<file path="src/rtl/cpu_pkg.sv">
// cpu_pkg: shared state, opcode, mux and ALU encodings for the controller
package cpu_pkg;
  typedef enum logic [2:0] {
    S_WAIT, S_DECODE, S_WRITE_IMM, S_GET_A, S_GET_B, S_ALU, S_WRITE_REG
  } state_t;
  localparam logic [2:0] OPC_MOV    = 3'b110;
  localparam logic [2:0] OPC_ALU    = 3'b101;
  localparam logic [1:0] OP_MOV_IMM = 2'b10;
  localparam logic [1:0] OP_MOV_REG = 2'b00;
  localparam logic [1:0] OP_ADD     = 2'b00;
  localparam logic [1:0] OP_CMP     = 2'b01;
  localparam logic [1:0] OP_AND     = 2'b10;
  localparam logic [1:0] OP_MVN     = 2'b11;
  localparam logic [1:0] VSEL_C     = 2'b00;
  localparam logic [1:0] VSEL_PC    = 2'b01;
  localparam logic [1:0] VSEL_IMM8  = 2'b10;
  localparam logic [1:0] VSEL_MDATA = 2'b11;
  localparam logic [1:0] ALU_ADD    = 2'b00;
  localparam logic [1:0] ALU_SUB    = 2'b01;
  localparam logic [1:0] ALU_AND    = 2'b10;
  localparam logic [1:0] ALU_NOT    = 2'b11;
  localparam logic [2:0] NSEL_RN    = 3'b001;
  localparam logic [2:0] NSEL_RD    = 3'b010;
  localparam logic [2:0] NSEL_RM    = 3'b100;
endpackage

</file>
<file path="src/rtl/cpu_controller_instr_decoder.sv">
// instr_decoder: splits the instruction register into fields and picks a register number
module instr_decoder
  import cpu_pkg::*;
(
  input  logic [15:0] ir,
  input  logic [2:0]  nsel,
  output logic [2:0]  opcode,
  output logic [1:0]  op,
  output logic [1:0]  sh,
  output logic [15:0] sximm5,
  output logic [15:0] sximm8,
  output logic [2:0]  rnum
);
  assign opcode = ir[15:13];
  assign op     = ir[12:11];
  assign sh     = ir[4:3];
  assign sximm5 = {{11{ir[4]}}, ir[4:0]};
  assign sximm8 = {{8{ir[7]}}, ir[7:0]};
  assign rnum   = ({3{nsel == NSEL_RN}} & ir[10:8])
                | ({3{nsel == NSEL_RD}} & ir[7:5])
                | ({3{nsel == NSEL_RM}} & ir[2:0]);
endmodule

</file>
<file path="src/rtl/cpu_controller.sv">
// cpu_controller: instruction register plus Moore FSM sequencing the 16-bit datapath
module cpu_controller
  import cpu_pkg::*;
(
  input  logic        clk,
  input  logic        reset_n,
  input  logic [15:0] in,
  input  logic        load,
  input  logic        s,
  output logic        w,
  output logic [2:0]  readnum,
  output logic [2:0]  writenum,
  output logic        write,
  output logic        loada,
  output logic        loadb,
  output logic        loadc,
  output logic        loads,
  output logic [1:0]  vsel,
  output logic        asel,
  output logic        bsel,
  output logic [1:0]  shift,
  output logic [1:0]  ALUop,
  output logic [15:0] sximm8,
  output logic [15:0] sximm5
);
  state_t      state, next;
  logic [15:0] ir;
  logic [2:0]  nsel, rnum, opcode;
  logic [1:0]  op;
  logic        mov_imm, mov_reg, mvn, cmp, need_a;

  instr_decoder u_dec (
    .ir     (ir),
    .nsel   (nsel),
    .opcode (opcode),
    .op     (op),
    .sh     (shift),
    .sximm5 (sximm5),
    .sximm8 (sximm8),
    .rnum   (rnum)
  );

  assign mov_imm = opcode == OPC_MOV && op == OP_MOV_IMM;
  assign mov_reg = opcode == OPC_MOV && op == OP_MOV_REG;
  assign mvn     = opcode == OPC_ALU && op == OP_MVN;
  assign cmp     = opcode == OPC_ALU && op == OP_CMP;
  assign need_a  = opcode == OPC_ALU && op != OP_MVN;
  // the decoder serves the active port; the idle port falls back to Rn
  assign readnum  = state == S_WRITE_REG ? ir[10:8] : rnum;
  assign writenum = state == S_GET_B ? ir[10:8] : rnum;

  // state and IR; IR only accepts new words while idle so it stays frozen mid-instruction
  always_ff @(posedge clk or negedge reset_n) begin
    if (!reset_n) begin
      state <= S_WAIT;
      ir    <= '0;
    end else begin
      state <= next;
      if (state == S_WAIT && load) ir <= in;
    end
  end

  // next state and Moore control outputs
  always_comb begin
    next  = state;
    nsel  = NSEL_RN;
    w     = 1'b0;
    write = 1'b0;
    loada = 1'b0;
    loadb = 1'b0;
    loadc = 1'b0;
    loads = 1'b0;
    vsel  = VSEL_C;
    asel  = 1'b0;
    bsel  = 1'b0;
    ALUop = ALU_ADD;
    case (state)
      S_WAIT: begin
        w    = 1'b1;
        next = s ? S_DECODE : S_WAIT;
      end
      S_DECODE:
        next = mov_imm ? S_WRITE_IMM : need_a ? S_GET_A : (mov_reg || mvn) ? S_GET_B : S_WAIT;
      S_WRITE_IMM: begin
        write = 1'b1;
        vsel  = VSEL_IMM8;
        next  = S_WAIT;
      end
      S_GET_A: begin
        loada = 1'b1;
        next  = S_GET_B;
      end
      S_GET_B: begin
        nsel  = NSEL_RM;
        loadb = 1'b1;
        next  = S_ALU;
      end
      S_ALU: begin
        asel  = mov_reg || mvn;
        ALUop = mov_reg ? ALU_ADD : op;
        loads = cmp;
        loadc = !cmp;
        next  = cmp ? S_WAIT : S_WRITE_REG;
      end
      S_WRITE_REG: begin
        nsel  = NSEL_RD;
        write = 1'b1;
        vsel  = VSEL_C;
        next  = S_WAIT;
      end
      default: next = S_WAIT;
    endcase
  end
endmodule

</file>
<file path="config.mk">
export PLATFORM = sky130hd
export DESIGN_NAME = cpu_controller
export DESIGN_NICKNAME = d
export VERILOG_FILES = /design/src/rtl/cpu_pkg.sv /design/src/rtl/cpu_controller_instr_decoder.sv /design/src/rtl/cpu_controller.sv
export SDC_FILE = /design/constraint.sdc
export NUM_CORES = 1
export LEC_CHECK = 0
export CAP_MARGIN = 20
export CORE_AREA = 10 10 78 60
export DETAILED_ROUTE_END_ITERATION = 8
export DIE_AREA = 0 0 88 70
export PLACE_DENSITY = 0.79
export SLEW_MARGIN = 20
export SYNTH_ARGS = -nofsm -noshare
export SYNTH_HDL_FRONTEND = slang
export SYNTH_SLANG_ARGS = --single-unit
</file>
<file path="constraint.sdc">
create_clock -name clk -period 4.25 [get_ports clk]
set_clock_uncertainty 0.05 [all_clocks]
set_input_delay 0.85 -clock clk [delete_from_list [all_inputs] [get_ports clk]]
set_output_delay 0.85 -clock clk [all_outputs]
set_load 0.01 [all_outputs]
</file>
After elaboration in Yosys (flattened, before gate mapping)
Cells that the tools add are included.

word-level totals
  flip-flop bits (word level) = 19
  input port bits = 20
  output and inout port bits = 52
  word-level logic and storage cells = 52

operators by class
  equal/unequal tests = 15
  multiplexer cells = 19
  bitwise logic cells = 5
  reduce and logical (&&, ||, !) cells = 11

operators by type and width
  operator              number
  $eq A3 B3 Y1 const B  6
  $mux W3               6
  $pmux W3 S5           1
  $and A3 B3 Y3         3
  $eq A3 B2 Y1 const B  3
  $mux W1               8
  $eq A3 B1 Y1 const B  2
  $logic_and A1 B1 Y1   6
  $mux W2               3
  $or A3 B3 Y3          2
  $pmux W3 S2           1
  $eq A2 B2 Y1 const B  2
  $logic_not A3 Y1      1
  $eq A2 B1 Y1 const B  1
  $logic_not A2 Y1      1
  $ne A2 B2 Y1 const B  1
  $reduce_or A2 Y1      1
  $logic_not A1 Y1      1
  $logic_or A1 B1 Y1    1

Depth between registers and ports, before layout
  word-level depth = 7
  mapped depth = 6
  mapped depth without buffers = 3

Cells and area by module
Synthesis repeated with hierarchy kept, for this count alone.

unflattened totals
  cells, all modules = 138
  area total of the unflattened synthesis = 1,483.9 um^2

modules (own cells, without submodules)
  module          instances  cells each  area each (um^2)  sequential area each (um^2)
  cpu_controller  1          88          1,092.3           475.5
  instr_decoder   1          50          391.6             0.0

Worst setup path before layout
Ideal clock, no wire load.

  path type = flip-flop to output port
  start point = register state[1]
  end point = output readnum[0]
  arrival = 1,478 ps
  data required time = 3,350 ps
  setup slack = 1,872 ps
  stages on the path, launching flop included = 4
  path buffers = 1
  cells stage by stage = dfrtp_1 > buf_2 > nor3b_1 > mux2_2

between the ends
  word-level cells in the longest chain between the ends = 7
  elaborated cells on any way between the ends = 12
  classes of those cells = eq/ne (5); mux (2); bitwise (5)

ends and longest elaborated chain
  element                                              line                                                                    text
  from (decl)                                          cpu_controller.sv:26                                                    state_t state, next;
  from (signal assigned)                               cpu_controller.sv:58                                                    state <= next;
  $eq A3 B3 Y1, on equally long branches               cpu_controller.sv:49, cpu_controller.sv:77
  $pmux W3 S2                                          cpu_controller.sv:77                                                    case (state)
  $eq A3 B1 Y1 / $eq A3 B2 Y1 (equally long branches)  cpu_controller_instr_decoder.sv:19, cpu_controller_instr_decoder.sv:20
  $and A3 B3 Y3, on equally long branches              cpu_controller_instr_decoder.sv:19, cpu_controller_instr_decoder.sv:20
  $or A3 B3 Y3                                         cpu_controller_instr_decoder.sv:20                                      | ({3{nsel == NSEL_RD}} & ir[7:5])
  $or A3 B3 Y3                                         cpu_controller_instr_decoder.sv:21                                      | ({3{nsel == NSEL_RM}} & ir[2:0]);
  $mux W3 *                                            cpu_controller.sv:49                                                    assign readnum = state == S_WRITE_REG ? ir[10:8] : rnum;
  to (decl)                                            cpu_controller.sv:11                                                    output logic [2:0] readnum,

Mark *: on every way between the ends. The rest lies on a longest branch, timed or not.

Worst setup path after layout
  start point = register state[2]
  end point = output readnum[1]

Same word-level chain as after synthesis.

==> run_results.csv <==
group,metric,value,unit
outcome,status,"complete, no violations",
die,dieArea,6160,µm²
synth,synth_area_per_cell,10.4,µm²
cts,clockRootBuffer,"clkbuf_8",
synth,synth_area_leaders,"dfrtp_1 (38%), buf_4 (22%), mux2_2 (17%)",
cts,cts.sinks,19,
drt,drt.antenna.violating_nets,0,
die,rows,18,
worst_setup_path,reg2reg_from,"state[2]",
die,initial_core_util,38.0,%
worst_setup_path,start_kind,"flip-flop",
sta,hold_viol,0,
pwr,intPower,0.000878,W
worst_setup_path,cp_max_fo,15,
placement,placed_area,1710,µm²
worst_setup_path,crit_type,"reg -> out",
worst_hold_path,hold_depth,1,
cts,htreeDepth,1,
sta,slew_violations,0,
layout,drive_gt1_share,16.8,%
placement,port_buffers,69,
layout,final_cells,195,
cts,ctsResizeCount,0,
layout,num-nets-final,176,
synth,synth_top_family_by_area,"buffers and inverters",
global_route,grt_pass1_vias,929,
placement,gp_congestion,0.804,
synth,synth-xor-area-share,0.696,%
drt,vias,953,
sta,min_period,3240,ps
sta,timing.fmax,309,MHz
worst_setup_path,critPathMaxStageDelay,630,ps
layout,post-route-util,52.9,%
synth,synth-simple-area-share,13.3,%
worst_setup_path,rr_worst_depth,3,
die,fp.dieW,88,µm
worst_setup_path,crit_slowest_cell,"dfrtp_1",
worst_setup_path,arrival,2340,ps
pwr,p_leak,0.687,nW
sta,holdWs,500,ps
worst_hold_path,holdCritPathClass,"reg -> reg",
pwr,pwr-share-clk,8.8,%
synth,postSynthCellCount,121,
global_route,overflow,0,
synth,synth.top_cell.area_share,37.8,%
pwr,p_seq_share,28.9,%
drt,drt_iter0_markers,22,
synth,yosysTopAreaCell,"dfrtp_1",
die,ios,72,
synth,yosys_warnings,0,
drt,drcViolationCount,0,
sta,rsz0062_at_grt,"no",
layout,final_common_cell,"clkdlybuf4s50_1",
cts,cts_buffers,3,
synth,netlist_area,1260,µm²
global_route,antenna_found_initial,0,
cts,clkTransAtPathRegs,70,ps
die,core,3310,µm²
global_route,grt.total_usage,9.96,%
synth,synth.area.mux_share,17.0,%
drt,avgViaCountPerCell,4.89,
sta,slew_headroom,41.9,%
worst_setup_path,crit_path_end_kind,"primary output",
synth,synth.distinct_cells,29,
worst_hold_path,hp-start,"ir[6]",
worst_hold_path,worstHoldEndpoint,"ir[6]",
synth,synth-seq-cells,19,
die,die_y,70,µm
sta,fin_tns_setup,0,ps
pwr,p_switching,0.000537,W
drt,wl_per_cell,16.6,µm
layout,num_antenna_cells,0,
synth,yosysSeqAreaShare,37.8,%
global_route,grt_max_degree,20,
placement,placedCellCount,191,
sta,fin_crit_sh,76.2,%
drt,first_pass_iters,4,
sta,tightest_slew,869,ps
sta,finalSetupViolCount,0,
worst_setup_path,critical_path.reg2reg.endpoint,"ir[8]",
cts,cts_tree,"built",
worst_setup_path,crit_required,3350,ps
global_route,grt_pass1_wl,4.90,mm
cts,cts_hold_buf,0,
pwr,pwr-share-comb,62.3,%
layout,syn2layout_area_growth,39.2,%
layout,finalInstanceArea,1750,µm²
job,drv_cap,0,
worst_setup_path,crit_chain,"nor3b_1 -> mux2_2 -> clkdlybuf4s50_1",
worst_setup_path,r2r_slack,2230,ps
synth,synth-compound-area-share,6.06,%
pwr,powerDensity,808,nW/µm²
synth,yosys.area_share.adder,0,%
placement,dp_hpwl,2.75,mm
drt,wl,3.24,mm
cts,clock_latency,250,ps
pwr,swShare,37.9,%
cts,cts.path.max_buffers,2,
layout,final_cell_mix,"clkdlybuf4s50_1 (69), mux2_2 (19), dfrtp_1 (19)",
pwr,ir_drop,0.441,mV
cts,post-cts-setup-buffers,0,
==> sequential cells by signal, indices dropped and copies added, names as in the netlist <==
| register | cells |
|---|---|
| ir | 16 |
| state | 3 |
==> power groups by stage <==
stage / Combinational [W] / Sequential [W] / Clock (W)
5_1_grt: 0.000938 / 0.000432 / 0.000137
3_5_place_dp: 0.000893 / 0.000413 / 0
3_3_place_gp: 0.000880 / 0.000398 / 0
2_1_floorplan: 0.000643 / 0.000363 / 0
6_report: 0.000881 / 0.000409 / 0.000125
4_1_cts: 0.000896 / 0.000409 / 0.000130
==> cells in the mapped netlist <==
master,count
a311oi_1,1
buf_4,37
a2111oi_0,1
o22ai_1,1
o21ai_0,5
conb_1,1
nor2_1,1
and2_2,1
clkbuf_1,1
dfrtp_1,19
a31oi_1,1
nand3_1,3
mux2_2,19
or4b_1,1
buf_2,1
or4b_4,1
and3b_1,1
nand3b_1,1
inv_1,4
xor2_1,1
buf_6,1
a21oi_1,2
nor2b_1,3
o221a_1,1
nor3b_1,3
nor3_4,1
and2_1,3
nand2_1,5
nand4_1,1
==> worst max path at each step <==
stage	startpoint	to	slack [ps]	depth (start not counted)
final	state[2]	readnum[1]	1010	3
after global placement	state[2]	readnum[2]	1380	3
after CTS	state[2]	readnum[1]	990	3
after global routing	state[2]	readnum[1]	860	3
after detailed placement	state[2]	readnum[1]	1270	3
after floorplan	state[1]	readnum[0]	1870	3
==> layer usage <==
| layer | routed length, µm | GRT usage (%) |
|---|---|---|
| met1 | 1190 | 10.4 |
| met5 | 0 | 0 |
| met2 | 1680 | 17.9 |
| met3 | 336 | 3.94 |
| met4 | 27 | 2.65 |
==> cells by family (layout without fill, tap and decap cells) <==
kind of cell              count (synthesis)  in the layout
other                                     1              2
muxes                                    19             19
xor gates and xnor gates                  1              1
and+or+nand+nor                          25             25
DFF                                      19             19
AOI/OAI and AO/OA                        12             12
buffers and inverters                    44             77
==> cell type report <==
cell class	instances	area, µm²
fillers	280	1560
repair buffers	69	691
flip-flops and latches	19	475
multi-input cells	59	474
well taps	40	50.0
clock buffers	3	41.3
inverters	4	15.0
clock inverters	1	5.00
==> critical path: cells and delay by family (launching register included) <==
kind / cells / cell delay, ps
multiplexers: 1 / 400
flip-flops: 1 / 630
buffers and inverters: 1 / 510
AND/OR/NAND/NOR: 1 / 550
==> per-stage QoR <==
step	worst slack [ps]	total power, W
2_1_floorplan	1870	0.00101
3_3_place_gp	1380	0.00128
3_5_place_dp	1270	0.00131
4_1_cts	991	0.00143
5_1_grt	864	0.00151
6_report	1010	0.00141
Note: power is estimated with default switching activity, not from simulation.
